--- config.mk ---
export PLATFORM = sky130hd
export DESIGN_NAME = uart_tx_framer
export DESIGN_NICKNAME = d
export VERILOG_FILES = /design/src/rtl/uart_pkg.sv /design/src/rtl/uart_parity_calc.sv /design/src/rtl/uart_tx_framer.sv
export SDC_FILE = /design/constraint.sdc
export NUM_CORES = 1
export LEC_CHECK = 0
export CAP_MARGIN = 20
export CORE_MARGIN = 4
export CORE_UTILIZATION = 31
export CTS_CLUSTER_DIAMETER = 30
export DETAILED_ROUTE_END_ITERATION = 8
export PLACE_DENSITY = 0.51
export RECOVER_POWER = 100
export SYNTH_ARGS = -nofsm -noshare
export SYNTH_HDL_FRONTEND = slang
export SYNTH_HIERARCHICAL = 1
export SYNTH_SLANG_ARGS = --single-unit
--- constraint.sdc ---
create_clock -name clk -period 6.7 [get_ports clk]
set_input_delay 2.01 -clock clk [delete_from_list [all_inputs] [get_ports clk]]
set_output_delay 2.01 -clock clk [all_outputs]
set_load 0.05 [all_outputs]
--- src/rtl/uart_pkg.sv ---
// uart_pkg
//   Shared definitions for the UART transmit framer:
//   - state_t      : framer FSM states
//   - PAR_*        : cfg_parity encodings
//   - *_DATA_BITS_DEF : default bounds for the data field width
package uart_pkg;

   typedef enum logic [2:0] {
      ST_IDLE   = 3'd0,
      ST_ARM    = 3'd1,
      ST_START  = 3'd2,
      ST_DATA   = 3'd3,
      ST_PARITY = 3'd4,
      ST_STOP   = 3'd5,
      ST_STOP2  = 3'd6
   } state_t;

   localparam logic [1:0] PAR_NONE  = 2'b00;
   localparam logic [1:0] PAR_EVEN  = 2'b01;
   localparam logic [1:0] PAR_ODD   = 2'b10;
   localparam logic [1:0] PAR_SPACE = 2'b11;

   localparam int MIN_DATA_BITS_DEF = 5;
   localparam int MAX_DATA_BITS_DEF = 9;

endpackage

--- src/rtl/uart_parity_calc.sv ---
// uart_parity_calc
//   Combinational parity generator over the low 'len' bits of 'data'.
//   Ports:
//     data   in  WIDTH  data word (bits at or above len are ignored)
//     len    in  4      number of valid data bits
//     mode   in  2      parity mode (PAR_NONE/EVEN/ODD/SPACE)
//     parity out 1      parity bit (0 for NONE and SPACE)
module uart_parity_calc
   import uart_pkg::*;
#(
   parameter int WIDTH = MAX_DATA_BITS_DEF
) (
   input  logic [WIDTH-1:0] data,
   input  logic [3:0]       len,
   input  logic [1:0]       mode,
   output logic             parity
);

   logic [WIDTH-1:0] masked;
   logic             xor_all;

   genvar gi;
   generate
      for (gi = 0; gi < WIDTH; gi++) begin : g_mask
         assign masked[gi] = data[gi] & (len > 4'(gi));
      end
   endgenerate

   assign xor_all = ^masked;

   always_comb begin
      parity = 1'b0;
      case (mode)
         PAR_EVEN: parity = xor_all;
         PAR_ODD:  parity = ~xor_all;
         default:  parity = 1'b0;
      endcase
   end

endmodule

--- src/rtl/uart_tx_framer.sv ---
// uart_tx_framer
//   UART transmit framer/serializer. Accepts one word per valid/ready
//   handshake, latches the frame configuration, then shifts out start,
//   data (LSB first), optional parity and one or two stop bits, advancing
//   one bit per baud_tick.
//   Ports:
//     clk          in   1              system clock
//     rst_n        in   1              synchronous reset, active-low
//     baud_tick    in   1              bit-boundary strobe
//     s_valid      in   1              source has a word
//     s_ready      out  1              framer can accept a word (IDLE only)
//     s_data       in   MAX_DATA_BITS  data word
//     cfg_data_len in   4              data bits per frame (clamped MIN..MAX)
//     cfg_parity   in   2              parity mode
//     cfg_stop2    in   1              second stop bit enable
//     tx           out  1              serial line, idle high
//     busy         out  1              frame in progress
//     frame_done   out  1              pulse when the last stop bit ends
module uart_tx_framer
   import uart_pkg::*;
#(
   parameter int MAX_DATA_BITS = MAX_DATA_BITS_DEF,
   parameter int MIN_DATA_BITS = MIN_DATA_BITS_DEF
) (
   input  logic                     clk,
   input  logic                     rst_n,
   input  logic                     baud_tick,
   input  logic                     s_valid,
   output logic                     s_ready,
   input  logic [MAX_DATA_BITS-1:0] s_data,
   input  logic [3:0]               cfg_data_len,
   input  logic [1:0]               cfg_parity,
   input  logic                     cfg_stop2,
   output logic                     tx,
   output logic                     busy,
   output logic                     frame_done
);

   state_t                   state_reg;
   logic                     tx_reg;
   logic                     ready_reg;
   logic                     busy_reg;
   logic                     done_reg;
   logic [3:0]               cnt_reg;
   logic [MAX_DATA_BITS-1:0] shift_reg;
   logic [MAX_DATA_BITS-1:0] data_reg;
   logic [3:0]               len_reg;
   logic [1:0]               par_reg;
   logic                     stop2_reg;

   logic [3:0]               len_clamped;
   logic                     parity_bit;

   always_comb begin
      len_clamped = cfg_data_len;
      if (cfg_data_len < 4'(MIN_DATA_BITS)) begin
         len_clamped = 4'(MIN_DATA_BITS);
      end else if (cfg_data_len > 4'(MAX_DATA_BITS)) begin
         len_clamped = 4'(MAX_DATA_BITS);
      end
   end

   // Parity is taken from an unshifted copy of the word so the shift
   // register can be consumed freely during DATA.
   uart_parity_calc #(
      .WIDTH (MAX_DATA_BITS)
   ) u_parity (
      .data   (data_reg),
      .len    (len_reg),
      .mode   (par_reg),
      .parity (parity_bit)
   );

   always_ff @(posedge clk) begin
      if (!rst_n) begin
         state_reg <= ST_IDLE;
         tx_reg    <= 1'b1;
         ready_reg <= 1'b1;
         busy_reg  <= 1'b0;
         done_reg  <= 1'b0;
         cnt_reg   <= '0;
         shift_reg <= '0;
         data_reg  <= '0;
         len_reg   <= 4'(MIN_DATA_BITS);
         par_reg   <= PAR_NONE;
         stop2_reg <= 1'b0;
      end else begin
         done_reg <= 1'b0;
         case (state_reg)
            ST_IDLE: begin
               // A tick coincident with the transfer is deliberately ignored:
               // ARM always waits for a fresh tick.
               if (s_valid && ready_reg) begin
                  state_reg <= ST_ARM;
                  ready_reg <= 1'b0;
                  busy_reg  <= 1'b1;
                  shift_reg <= s_data;
                  data_reg  <= s_data;
                  len_reg   <= len_clamped;
                  par_reg   <= cfg_parity;
                  stop2_reg <= cfg_stop2;
                  cnt_reg   <= '0;
               end
            end
            ST_ARM: begin
               if (baud_tick) begin
                  state_reg <= ST_START;
                  tx_reg    <= 1'b0;
               end
            end
            ST_START: begin
               if (baud_tick) begin
                  state_reg <= ST_DATA;
                  cnt_reg   <= '0;
                  tx_reg    <= shift_reg[0];
               end
            end
            ST_DATA: begin
               if (baud_tick) begin
                  shift_reg <= shift_reg >> 1;
                  cnt_reg   <= cnt_reg + 4'd1;
                  if (cnt_reg == len_reg - 4'd1) begin
                     if (par_reg != PAR_NONE) begin
                        state_reg <= ST_PARITY;
                        tx_reg    <= parity_bit;
                     end else begin
                        state_reg <= ST_STOP;
                        tx_reg    <= 1'b1;
                     end
                  end else begin
                     tx_reg <= shift_reg[1];
                  end
               end
            end
            ST_PARITY: begin
               if (baud_tick) begin
                  state_reg <= ST_STOP;
                  tx_reg    <= 1'b1;
               end
            end
            ST_STOP, ST_STOP2: begin
               if (baud_tick) begin
                  tx_reg <= 1'b1;
                  if (state_reg == ST_STOP && stop2_reg) begin
                     state_reg <= ST_STOP2;
                  end else begin
                     state_reg <= ST_IDLE;
                     busy_reg  <= 1'b0;
                     ready_reg <= 1'b1;
                     done_reg  <= 1'b1;
                  end
               end
            end
            default: begin
               state_reg <= ST_IDLE;
               tx_reg    <= 1'b1;
               busy_reg  <= 1'b0;
               ready_reg <= 1'b1;
            end
         endcase
      end
   end

   assign tx         = tx_reg;
   assign s_ready    = ready_reg;
   assign busy       = busy_reg;
   assign frame_done = done_reg;

endmodule

# Word level (Yosys, flattened, before mapping)
# Index checks and enable logic that the tools add are counted.
[word_totals]
ff_bits = 36
latch_bits = 0
ramBits = 0
romBits = 0
input_bits = 20
output_inout_bits = 4
word_cells = 107
memories = 0
[op_classes]
n_addsub = 2
n_mul = 0
n_div = 0
order_cmp = 11
n_eq_ne = 18
n_shift = 0
mux = 36
n_bitwise = 12
n_reduce_logical = 17
[op_table]
columns = ["operator", "count"]
rows = [
  ["two-way mux 3 bit", 8],
  ["two-way mux 4 bit", 5],
  ["two-way mux 9 bit", 2],
  ["one-hot mux 3 bit (6 select lines)", 1],
  ["one-hot mux 9 bit (2 select lines)", 1],
  ["> comparator 4 x 3 -> 1 bit, second input constant", 4],
  ["inequality test 2 bit, second input constant", 8],
  ["two-way mux 1 bit", 14],
  ["one-hot mux 4 bit (3 select lines)", 1],
  ["bitwise AND 1 bit", 9],
  ["== test 3 bit, second input constant", 3],
  ["XOR reduction 9 bit", 1],
  ["> comparator 4 x 1 -> 1 bit, second input constant", 2],
  ["> comparator 4 x 2 -> 1 bit, second input constant", 2],
  ["> comparator 4 bit, second input constant", 2],
  ["AND reduction 4 bit", 2],
  ["AND reduction 7 bit", 1],
  ["== test 3 x 2 -> 1 bit, second input constant", 2],
  ["one-hot mux 1 bit (3 select lines)", 2],
  ["AND reduction 3 bit", 2],
  ["one-hot mux 1 bit (5 select lines)", 1],
  ["AND reduction 5 bit", 1],
  ["adder 4 x 1 -> 4 bit, second input constant", 1],
  ["== test 4 bit", 1],
  ["other kinds (16)", 20],
]

# Longest topological paths before layout
[logic_depth]
depth_word = 9
depth_mapped = 9
depth_no_buf = 8

# Hierarchy
# The synthesis kept the hierarchy.
[by_module_without_submodules]
columns = ["mod", "n_inst", "cells_per_inst", "area_each_um2", "seq_area_each_um2"]
rows = [
  ["uart_tx_framer", 1, 204, 1709.1, 720.7],
  ["uart_parity_calc", 1, 30, 224.0, 0.0],
]

# Least setup slack after synthesis
# No wires, ideal clock.
[synth_path]
path_type = "input port to flip-flop"
startpoint = "in baud_tick"
endpoint = "reg shift_reg[6]"
setup_time_ns = 0.086
arrival_time_ns = 3.029
required_time_ns = 6.614
path_slack_ns = 3.585
stages = 6
path_buffers = 2
cell_sequence = "clkbuf_1 > nand3_1 > a21oi_4 > buf_4 > nor2_1 > a211oi_1"
[synth_via]
elab_chain_cells = 2
[synth_lines]
columns = ["element", "line_no", "source"]
rows = [
  ["start, declared", "uart_tx_framer.sv:27", "input logic baud_tick,"],
  ["inequality test 2 bit (no line)", "-", ""],
  ["AND reduction 3 bit (no line)", "-", ""],
  ["end signal, assigned", "uart_tx_framer.sv:97", "shift_reg <= s_data;"],
  ["end signal, assigned", "uart_tx_framer.sv:120", "shift_reg <= shift_reg >> 1;"],
  ["end, declared", "uart_tx_framer.sv:45", "logic [MAX_DATA_BITS-1:0] shift_reg;"],
]
# Every way passes these cells.
# A chain may end at the register's enable or synchronous reset.

# Final worst setup path
[layout_path]
startpoint = "in rst_n"
endpoint = "reg state_reg[1]"
[layout_rtl]
columns = ["element", "line_no", "source"]
rows = [
  ["start, declared", "uart_tx_framer.sv:26", "input logic rst_n,"],
  ["end signal, assigned", "uart_tx_framer.sv:76", "state_reg <= ST_IDLE;"],
  ["end signal, assigned", "uart_tx_framer.sv:94", "state_reg <= ST_ARM;"],
  ["end signal, assigned", "uart_tx_framer.sv:107", "state_reg <= ST_START;"],
  ["end, declared", "uart_tx_framer.sv:39", "state_t state_reg;"],
]
# No word-level cell between the ends.

==> impl_metrics.tcl <==
set metrics [dict create \
    status "finished, final reports clean" \
    drive_above_1_share 0.04819 \
    cp.required_ns 6.88 \
    cap_violations 0 \
    ys_types 48 \
    worst_pin_slew_ns 0.8821 \
    wl_um 4382 \
    grt_pass1_wl_um 7258 \
    rows 28 \
    ys_ff_latch 36 \
    nNetsFinal 271 \
    hpwl_um 3063 \
    fmax_mhz 262.6 \
    worst_setup_path_start_kind "input port" \
    hold_start "data_reg[5]$_SDFFE_PN0P_" \
    clk_latency_ns 0.28 \
    routed.top_layer "met4" \
    hp-class "reg -> reg" \
    synth_edf_count 0 \
    grt_overflow 0 \
    hold_viol 0 \
    synth_area_per_cell_um2 8.261 \
    worstSetupEndpointType "flip-flop" \
    wl_met3_um 182 \
    grt_max_degree 27 \
    power_switching_uw 232.7 \
    final_cell_mix "nand2_1, dfxtp_1, nor2_1, a21oi_1, clkdlybuf4s50_1" \
    yosys_warnings 6 \
    synth_area_leaders "dfxtp_1, nand2_1, mux2i_1" \
    yosys.area_share.simple 0.2259 \
    min_to "data_reg[5]$_SDFFE_PN0P_" \
    cts_buffer_depth 2 \
    cts_tree "built" \
    drcViolationCount 0 \
    wl_met1_um 2236 \
    placed_area_um2 2186 \
    port-buffer-count 23 \
    cts.sinks 36 \
    yosysTopAreaCellShare 0.3728 \
    synth_cells 234 \
    numCtsBuffers 5 \
    gp_congestion 0.7316 \
    layout_min_cycle_time_ns 3.808 \
    syn2layout_area_growth_pct 18.06 \
    pwr-share-comb 0.318 \
    p_clk_frac 0.245 \
    rsz0062_at_grt "false" \
    critical_path_arrival_ns 3.98 \
    period_share 0.5683 \
    utilization 0.3810 \
    swShare 0.3475 \
    cp_slowest_cell "dlygate4sd3_1" \
    fin_total_pwr_uw 669.6 \
    synth-adder-area-share 0.01294 \
    path_cells "dlygate4sd3_1 -> clkinv_1 -> o41ai_1" \
    drtPass1Iterations 4 \
    critPathMaxFanout 26 \
    ys.flop_type "dfxtp_1" \
    fin_worst_skew_ns 0.004648 \
    synth_mux_area_frac 0.06214 \
    syn_nets 256 \
    synth_area_um2 1933 \
    async_reset_ff_frac 0 \
    cts_root_buffer "clkbuf_8" \
    grt_usage 0.1224 \
    route.detailed.wl_per_inst_um 13.52 \
    h-tree-depth 2 \
    vias_per_cell 5.074 \
    fp.coreArea_um2 5991 \
    hold_buffers 0 \
    fin_area_um2 2282 \
    wl_met2_um 1912 \
    fp.dieW_um 86.97 \
    setup_viol 0 \
    clk_pin_slew_ns 0.07 \
    p_int_uw 436.9 \
    ctsResizeCount 0 \
    cts_setup_buffers 0 \
    hold_depth 2 \
    synth_top_family_by_area "simple AND/OR/NAND/NOR gates" \
    ys_seq_area_frac 0.3728 \
    vias 1644 \
    power.share.sequential 0.436 \
    slowest_delay_ns 0.77 \
    setup.worst_path.class "in -> reg" \
    synth_compound_area_frac 0.1916 \
    drt_iter0_drc 45 \
    die_y_um 86.97 \
    reg2reg_depth 8 \
    final_max_slew_viol_count 0 \
    slew_headroom 0.4116 \
    antenna_found_initial 0 \
    antennaDiodeCount 0 \
    synth_top_area_cell "dfxtp_1" \
    p_leak_nw 0.8563 \
    rrSetupSlack_ns 4.15 \
    vdd_drop_max_mv 0.1359 \
    worstReg2RegEnd "tx$_SDFFE_PN1P_" \
    synthXorXnorAreaFrac 0.08026 \
    num_io_pins 24 \
    start_util 0.3227 \
    r2r_start "len_reg[0]$_SDFFE_PN1P_" \
    die_area_um2 7563 \
    ant_nets 0 \
    tns_ns 0 \
    power_density_nw_per_um2 293.4 \
    grt_pass1_vias 1505 \
]
-- power by group through the flow --
stage / Sequential (mW) / Clock [mW] / Combinational, mW
after floorplan: 0.290 / 0 / 0.170
after global placement: 0.297 / 0 / 0.216
after detailed placement: 0.297 / 0 / 0.216
after CTS: 0.292 / 0.170 / 0.217
after global routing: 0.299 / 0.178 / 0.238
final: 0.292 / 0.164 / 0.213
-- synthesized netlist by cell type, types with 2 or more instances --
library cell	number
buf_4	2
buf_2	5
mux2i_1	12
a21oi_1	23
clkbuf_1	7
nand3b_1	2
nand3_1	3
nor2b_1	3
inv_1	8
and2_1	2
nand2b_1	4
nor3_1	3
nand2_1	36
dfxtp_1	36
nand4_1	2
and3_1	2
xnor3_1	2
o211ai_1	2
o21ai_0	6
a211oi_1	12
ha_1	2
nor3b_1	3
o31ai_1	2
nor2_1	24
o21a_1	2
xnor2_1	7
-- worst max-delay path: cells and delay by family --
family                 cells  cell delay, ns
AO/OA/AOI/OAI              1            0.51
buffers and inverters      2            1.45
-- metal layers --
layer	global-route usage	vias to the layer above
li1	-	842
met1	0.1685	760
met2	0.1877	37
met3	0.02744	5
met4	0.04249	0
met5	0	-
-- through the flow --
step,setup slack (ns),hold slack [ns],instances
2_1_floorplan,3.585,0.4366,234
5_1_grt,2.687,0.4788,324
4_1_cts,2.926,0.4638,324
3_5_place_dp,2.622,0.4530,317
6_report,2.892,0.4651,324
3_3_place_gp,2.657,0.4555,317
-- how the worst max path moves through the flow --
stage          startpoint                   endpoint  slack (ns)  depth (start not counted)
3_3_place_gp        rst_n  state_reg[1]$_SDFFE_PN0P_        2.66                          3
4_1_cts             rst_n  state_reg[1]$_SDFFE_PN0P_        2.93                          3
6_report            rst_n  state_reg[1]$_SDFFE_PN0P_        2.89                          3
2_1_floorplan   baud_tick  shift_reg[6]$_SDFFE_PN0P_        3.59                          6
3_5_place_dp        rst_n  state_reg[1]$_SDFFE_PN0P_        2.62                          3
5_1_grt             rst_n  state_reg[1]$_SDFFE_PN0P_        2.69                          3
-- logic make-up (layout without fill, tap and decap cells) --
| logic type | count (synthesis) | count (layout) |
|---|---|---|
| buffers and inverters | 24 | 39 |
| AO/OA/AOI/OAI | 57 | 57 |
| AND/OR/NAND/NOR | 91 | 91 |
| flip-flops | 36 | 36 |
| multiplexers | 12 | 12 |
| XOR/XNOR | 12 | 12 |
| adder cells (fa/ha/maj) | 2 | 2 |
-- final cells by class --
type | instances | area (um^2)
inverters | 9 | 33.78
multi-input cells | 174 | 1107
fillers | 636 | 3709
repair buffers | 23 | 230.2
clock buffers | 7 | 96.34
flip-flops and latches | 36 | 720.7
well taps | 75 | 93.84
(Power assumes the default switching activity.)
